[src/rtl/set_assoc_wb_cache.sv]
// set_assoc_wb_cache: N-way set-associative, write-back, write-allocate byte cache
// with true-LRU replacement, byte-per-beat block fills and dirty-victim writeback.
// Optional feature macro: CACHE_STATS_EN adds saturating hit/miss/writeback counters.
// Handshakes: a CPU request is taken on a cycle with cpu_req && cpu_ready and is
// completed by a one-cycle cpu_resp_valid pulse; a memory beat is offered while
// mem_req is high and completes on the cycle mem_ack is high, with mem_we, mem_addr
// and mem_wdata held steady until then.
module set_assoc_wb_cache #(
    parameter int CACHE_SIZE = 256,
    parameter int BLOCK_SIZE = 16,
    parameter int ASSOC      = 4
) (
    input  logic        clk,
    input  logic        reset_n,
    input  logic        cpu_req,
    input  logic        cpu_we,
    input  logic [31:0] cpu_addr,
    input  logic [7:0]  cpu_wdata,
    output logic        cpu_ready,
    output logic        cpu_resp_valid,
    output logic [7:0]  cpu_rdata,
    output logic        cpu_hit,
    output logic        mem_req,
    output logic        mem_we,
    output logic [31:0] mem_addr,
    output logic [7:0]  mem_wdata,
    input  logic [7:0]  mem_rdata,
    input  logic        mem_ack,
`ifdef CACHE_STATS_EN
    output logic [31:0] stat_hits,
    output logic [31:0] stat_misses,
    output logic [31:0] stat_writebacks,
`endif
    output logic [2:0]  dbg_state_o
);
    localparam int NUM_SETS = CACHE_SIZE / (BLOCK_SIZE * ASSOC);
    localparam int OFF_W    = $clog2(BLOCK_SIZE);
    localparam int IDX_W    = $clog2(NUM_SETS);
    localparam int TAG_W    = 32 - IDX_W - OFF_W;
    localparam int IDX_WS   = (IDX_W > 0) ? IDX_W : 1;
    localparam int WAY_W    = $clog2(ASSOC);

    typedef enum logic [2:0] {S_IDLE, S_LOOKUP, S_RESPOND, S_WRITEBACK, S_FILL} state_e;

    state_e           state_q, state_d;
    logic             we_q;
    logic [31:0]      addr_q;
    logic [7:0]       wdata_q;
    logic [WAY_W-1:0] victim_q;
    logic [OFF_W-1:0] beat_q;
    logic             hit_q;
    logic [7:0]       rdata_q;

    logic [7:0]       data_q  [NUM_SETS][ASSOC][BLOCK_SIZE];
    logic [TAG_W-1:0] tag_q   [NUM_SETS][ASSOC];
    logic [ASSOC-1:0] valid_q [NUM_SETS];
    logic [ASSOC-1:0] dirty_q [NUM_SETS];
    logic [WAY_W-1:0] age_q   [NUM_SETS][ASSOC];

    logic [TAG_W-1:0] req_tag;
    logic [IDX_WS-1:0] req_idx;
    logic [OFF_W-1:0] req_off;
    logic             hit_any;
    logic [WAY_W-1:0] hit_way, victim_c, lru_way;
    logic             last_beat, lru_en;

    // The masked shift keeps the set index inside range even for a single-set build.
    assign req_tag   = addr_q[31:IDX_W+OFF_W];
    assign req_idx   = IDX_WS'((addr_q >> OFF_W) & 32'(NUM_SETS - 1));
    assign req_off   = addr_q[OFF_W-1:0];
    assign last_beat = (beat_q == OFF_W'(BLOCK_SIZE - 1));
    assign lru_en    = (state_q == S_LOOKUP && hit_any) || (state_q == S_FILL && mem_ack && last_beat);
    assign lru_way   = (state_q == S_LOOKUP) ? hit_way : victim_q;

    assign cpu_ready      = (state_q == S_IDLE);
    assign cpu_resp_valid = (state_q == S_RESPOND);
    assign cpu_rdata      = rdata_q;
    assign cpu_hit        = hit_q;
    assign dbg_state_o    = state_q;

    // Tag compare across the set, and victim choice: lowest invalid way, else the oldest way.
    always_comb begin
        hit_any  = 1'b0;
        hit_way  = '0;
        victim_c = '0;
        for (int w = ASSOC - 1; w >= 0; w--) begin
            if (valid_q[req_idx][w] && tag_q[req_idx][w] == req_tag) begin
                hit_any = 1'b1;
                hit_way = WAY_W'(w);
            end
            if (age_q[req_idx][w] == WAY_W'(ASSOC - 1)) victim_c = WAY_W'(w);
        end
        for (int w = ASSOC - 1; w >= 0; w--) begin
            if (!valid_q[req_idx][w]) victim_c = WAY_W'(w);
        end
    end

    // Next-state logic of the request FSM.
    always_comb begin
        state_d = state_q;
        case (state_q)
            S_IDLE:      if (cpu_req) state_d = S_LOOKUP;
            S_LOOKUP: begin
                if (hit_any)
                    state_d = S_RESPOND;
                else if (valid_q[req_idx][victim_c] && dirty_q[req_idx][victim_c])
                    state_d = S_WRITEBACK;
                else
                    state_d = S_FILL;
            end
            S_WRITEBACK: if (mem_ack && last_beat) state_d = S_FILL;
            S_FILL:      if (mem_ack && last_beat) state_d = S_RESPOND;
            S_RESPOND:   state_d = S_IDLE;
            default:     state_d = S_IDLE;
        endcase
    end

    // Memory beat outputs; the beat counter alone moves the address, so it only changes on ack.
    always_comb begin
        mem_req   = 1'b0;
        mem_we    = 1'b0;
        mem_addr  = '0;
        mem_wdata = '0;
        if (state_q == S_WRITEBACK) begin
            mem_req   = 1'b1;
            mem_we    = 1'b1;
            mem_addr  = (32'(tag_q[req_idx][victim_q]) << (IDX_W + OFF_W))
                      | (32'(req_idx) << OFF_W) | 32'(beat_q);
            mem_wdata = data_q[req_idx][victim_q][beat_q];
        end else if (state_q == S_FILL) begin
            mem_req   = 1'b1;
            mem_addr  = (32'(req_tag) << (IDX_W + OFF_W)) | (32'(req_idx) << OFF_W) | 32'(beat_q);
        end
    end

    // Control state, response registers, valid/dirty bits and LRU ages.
    always_ff @(posedge clk or negedge reset_n) begin
        if (!reset_n) begin
            state_q  <= S_IDLE;
            we_q     <= 1'b0;
            addr_q   <= '0;
            wdata_q  <= '0;
            victim_q <= '0;
            beat_q   <= '0;
            hit_q    <= 1'b0;
            rdata_q  <= '0;
            for (int s = 0; s < NUM_SETS; s++) begin
                valid_q[s] <= '0;
                dirty_q[s] <= '0;
                for (int w = 0; w < ASSOC; w++) age_q[s][w] <= WAY_W'(w);
            end
        end else begin
            state_q <= state_d;
            if (state_q == S_IDLE && cpu_req) begin
                we_q    <= cpu_we;
                addr_q  <= cpu_addr;
                wdata_q <= cpu_wdata;
            end
            case (state_q)
                S_LOOKUP: begin
                    victim_q <= victim_c;
                    beat_q   <= '0;
                    if (hit_any) begin
                        hit_q   <= 1'b1;
                        rdata_q <= we_q ? 8'h00 : data_q[req_idx][hit_way][req_off];
                        if (we_q) dirty_q[req_idx][hit_way] <= 1'b1;
                    end
                end
                S_WRITEBACK: begin
                    if (mem_ack) beat_q <= beat_q + OFF_W'(1);
                end
                S_FILL: begin
                    if (mem_ack) begin
                        beat_q <= beat_q + OFF_W'(1);
                        if (last_beat) begin
                            valid_q[req_idx][victim_q] <= 1'b1;
                            dirty_q[req_idx][victim_q] <= we_q;
                            hit_q <= 1'b0;
                            // The requested byte may be the one arriving on this very beat.
                            if (we_q)
                                rdata_q <= 8'h00;
                            else if (req_off == beat_q)
                                rdata_q <= mem_rdata;
                            else
                                rdata_q <= data_q[req_idx][victim_q][req_off];
                        end
                    end
                end
                default: ;
            endcase
            if (lru_en) begin
                for (int w = 0; w < ASSOC; w++) begin
                    if (age_q[req_idx][w] < age_q[req_idx][lru_way])
                        age_q[req_idx][w] <= age_q[req_idx][w] + WAY_W'(1);
                end
                age_q[req_idx][lru_way] <= '0;
            end
        end
    end

    // Data and tag arrays: fill beats, the CPU byte merged after the last fill beat, write hits.
    always_ff @(posedge clk) begin
        if (state_q == S_FILL && mem_ack) begin
            data_q[req_idx][victim_q][beat_q] <= mem_rdata;
            if (last_beat) begin
                tag_q[req_idx][victim_q] <= req_tag;
                if (we_q) data_q[req_idx][victim_q][req_off] <= wdata_q;
            end
        end
        if (state_q == S_LOOKUP && hit_any && we_q)
            data_q[req_idx][hit_way][req_off] <= wdata_q;
    end

`ifdef CACHE_STATS_EN
    logic [31:0] stat_hits_q, stat_misses_q, stat_wb_q;

    // Saturating event counters.
    always_ff @(posedge clk or negedge reset_n) begin
        if (!reset_n) begin
            stat_hits_q   <= '0;
            stat_misses_q <= '0;
            stat_wb_q     <= '0;
        end else begin
            if (state_q == S_RESPOND && hit_q && stat_hits_q != '1)
                stat_hits_q <= stat_hits_q + 32'd1;
            if (state_q == S_RESPOND && !hit_q && stat_misses_q != '1)
                stat_misses_q <= stat_misses_q + 32'd1;
            if (state_q == S_WRITEBACK && mem_ack && last_beat && stat_wb_q != '1)
                stat_wb_q <= stat_wb_q + 32'd1;
        end
    end

    assign stat_hits       = stat_hits_q;
    assign stat_misses     = stat_misses_q;
    assign stat_writebacks = stat_wb_q;
`endif
endmodule

[config.mk]
export PLATFORM = sky130hd
export DESIGN_NAME = set_assoc_wb_cache
export DESIGN_NICKNAME = d
export VERILOG_FILES = /design/src/rtl/set_assoc_wb_cache.sv
export SDC_FILE = /design/constraint.sdc
export NUM_CORES = 2
export LEC_CHECK = 0
export CAP_MARGIN = 20
export CORE_AREA = 2 2 386 771
export CTS_CLUSTER_DIAMETER = 100
export DETAILED_ROUTE_END_ITERATION = 12
export DIE_AREA = 0 0 388 773
export SYNTH_ARGS = -nofsm -noshare
export SYNTH_HDL_FRONTEND = slang
export SYNTH_SLANG_ARGS = --single-unit
[constraint.sdc]
create_clock -name clk -period 5.85 [get_ports clk]
set_clock_uncertainty 0.2 [all_clocks]
set_input_delay 0.585 -clock clk [delete_from_list [all_inputs] [get_ports clk]]
set_output_delay 0.585 -clock clk [all_outputs]
set_load 0.03 [all_outputs]
==> results_dict.tcl <==
set metrics [dict create \
    vias 79169 \
    synth_seq_cells 2587 \
    gp_congestion 1.15 \
    met2_usage 0.582 \
    place_area_um2 132000 \
    yosysMostFrequentCell "edfxtp_1" \
    r2r_cells 18 \
    synthDistinctLibCells 95 \
    cts_inserted_buffers 223 \
    power_density_nw_per_um2 481 \
    peakVddDrop_v 0.000306 \
    rsz0062_at_grt "yes" \
    port_buffers 108 \
    tightest_slew_ps 1180 \
    antenna_left 0 \
    grt_usage 0.358 \
    fmax_mhz 168 \
    max_cap_violations 0 \
    synthFlopType "edfxtp_1" \
    critPathArrivalTime_ps 5160 \
    grt_busiest_layer "met2" \
    die_h_um 773 \
    pwr-share-comb 0.448 \
    mappedNetlistNets 6850 \
    slew_viol_final 0 \
    power_frac_clock 0.230 \
    dp_hpwl_um 380000 \
    drt-total-wl_um 538000 \
    p_leak_nw 47.3 \
    reg2reg_from "addr_q[4]" \
    grt_util_met1 0.348 \
    status "finished, violations left" \
    hold_slack_ps 53.2 \
    p_seq_frac 0.322 \
    synth_top_area_cell "edfxtp_1" \
    grt_max_degree 72 \
    initial_utilization 0.399 \
    nNetsFinal 8012 \
    hold_depth 2 \
    hold_path.class "in2reg" \
    post-route-worst-setup-slack_ps -95.8 \
    cts_tree "yes" \
    clkSinkCount 2587 \
    h-tree-depth 4 \
    drt_pre_antenna_iters 8 \
    r2r_end "cpu_rdata[7]" \
    cts_root_buf "clkbuf_16" \
    cp-start-kind "register" \
    failed_checks "setup timing" \
    yosysTopAreaCellShare 0.631 \
    required_ps 5070 \
    overflow 0 \
    grt_pass1_vias 78456 \
    switching_power_w 0.0279 \
    cts_buffer_depth 4 \
    synthTopCellsByArea "edfxtp_1 63%, mux4_2 15%, mux2_2 5.3%" \
    dieArea_um2 300000 \
    min_to "addr_q[25]" \
    yosysSeqAreaShare 0.657 \
    wl_per_cell_um 44.7 \
    fp-row-count 282 \
    grt_pass1_wl_um 716000 \
    critPathKind "reg2out" \
    tns_ps -428 \
    syn_inst 6789 \
    clk_transition_reported_paths_ps 70 \
    antenna_found_initial 84 \
    setup_viol_count_final 8 \
    finalCritPeriodShare 1.02 \
    die_x_um 388 \
    yosysWarnings 0 \
    clock_latency_ps 940 \
    area_growth_pct 21.2 \
    reg2reg_slack_ps -90 \
    syn-mean-instance-area_um2 17.3 \
    synth_area_um2 117000 \
    async_reset_ff_frac 0.0475 \
    drc 0 \
    design_area_um2 142000 \
    vias_per_cell 6.58 \
    use_met3 0.103 \
    endpoint_kind "output port" \
    io_pins 109 \
    hold_violations 0 \
    hold_start "cpu_addr[25]" \
    drive_gt1_frac 0.402 \
    fin_crit_ps 5950 \
    sw_frac_of_total 0.408 \
    p_int_w 0.0405 \
    yosys-top-cells-count "2464 x edfxtp_1, 798 x mux4_2, 552 x mux2_2, 540 x nor2_1, 348 x clkbuf_1" \
    design.core.area_um2 294000 \
    critPathMaxFanout 38 \
    initialDrtViolationCount 11095 \
    slew_headroom 0.217 \
    synth-edff-count 2464 \
]
-- stage by stage --
| step | power [W] | setup WS [ps] | instances | utilization |
|---|---|---|---|---|
| 6_report | 0.0684 | -95.8 | 12036 | 0.483 |
| 5_1_grt | 0.0687 | -17.4 | 11980 | 0.483 |
| 4_1_cts | 0.0665 | -4.86 | 11915 | 0.480 |
| 3_5_place_dp | 0.0491 | -614 | 11436 | 0.448 |
| 3_3_place_gp | 0.0492 | -752 | 11434 | 0.448 |
| 2_1_floorplan | 0.0340 | 565 | 6789 | - |
-- registers in the layout (all words and copies together), names as in the netlist, 3 cells and up --
| name | count |
|---|---|
| tag_q | 416 |
| data_q | 2048 |
| addr_q | 32 |
| wdata_q | 8 |
| dbg_state_o | 3 |
| age_q | 32 |
| cpu_rdata | 8 |
| dirty_q | 16 |
| valid_q | 16 |
| beat_q | 4 |
-- cell type report --
cell class,instances,area (um2)
multi-input combinational,3632,38300
tap,3834,4800
clock buffer,275,6060
fill,24808,152000
antenna,67,168
clock inverter,134,1530
inverter,25,98.8
sequential,2587,77100
timing repair buffer,1482,14100
-- timing repair --
action,4_1_cts,5_1_grt
hold buffers,4,0
resized for setup,109,42
hold endpoints to repair,80,0
setup endpoints to repair,1228,205
gates cloned,30,2
pin swaps,3,10
buffers inserted,36,48
-- cell usage in the layout, fill, tap and decap left out, drive strengths merged, types with 91 or more instances in the layout --
cell and count:
xnor2 92, nor2 565, dfrtp 107, a22oi 91, o21ai 175, clkbuf 279
mux2 559, mux2i 140, nor3 94, edfxtp 2464, mux4 798, a21oi 138
nand2 266, clkdlybuf4s50 91, buf 1365, o22ai 129
-- routing by layer --
layer  vias up  routed length, um  part of all wire
met5         -                225           0.00042
met1     41061             157000              0.29
met4        26              73800              0.14
met3      2229              48600             0.090
li1      29998                  -                 -
met2      5855             259000              0.48
-- power by group through the flow --
| stage | clock network, W | logic, W | registers, W |
|---|---|---|---|
| after floorplan | 0 | 0.0125 | 0.0216 |
| after global placement | 0 | 0.0268 | 0.0224 |
| after detailed placement | 0 | 0.0267 | 0.0224 |
| after CTS | 0.0159 | 0.0287 | 0.0220 |
| after global routing | 0.0165 | 0.0303 | 0.0220 |
| final | 0.0158 | 0.0306 | 0.0220 |
-- critical path, cell delays in order (launching register included) --
cell	delay, ps
dfrtp_4	500
buf_12	160
buf_12	170
buf_12	250
buf_12	300
mux4_2	420
mux2i_1	250
buf_4	250
mux4_2	520
mux4_2	540
a211oi_2	480
buf_4	270
-- cells by family (layout without fill, tap and decap cells) --
group / after synthesis / in the layout / share of synthesized area
muxes: 1497 / 1497 / 0.219
xor gates and xnor gates: 105 / 105 / 0.00797
adders and majority gates: 9 / 9 / 0.000939
AOI/OAI and AO/OA: 840 / 840 / 0.0483
other: 0 / 67 / 0
buffers and inverters: 570 / 1916 / 0.0213
and+or+nand+nor: 1181 / 1181 / 0.0453
DFF: 2587 / 2587 / 0.657
-- worst max path at each step --
stage / start / endpoint / cells past startpoint / slack, ps
CTS: addr_q[4] / mem_wdata[1] / 10 / -5
global route: addr_q[4] / mem_wdata[3] / 11 / -20
global placement: addr_q[4] / cpu_rdata[7] / 20 / -750
finish: addr_q[5] / mem_wdata[6] / 11 / -100
floorplan: addr_q[4] / mem_wdata[4] / 18 / 560
detailed placement: addr_q[4] / cpu_rdata[7] / 20 / -610
Power figures use the tool's default switching activity.
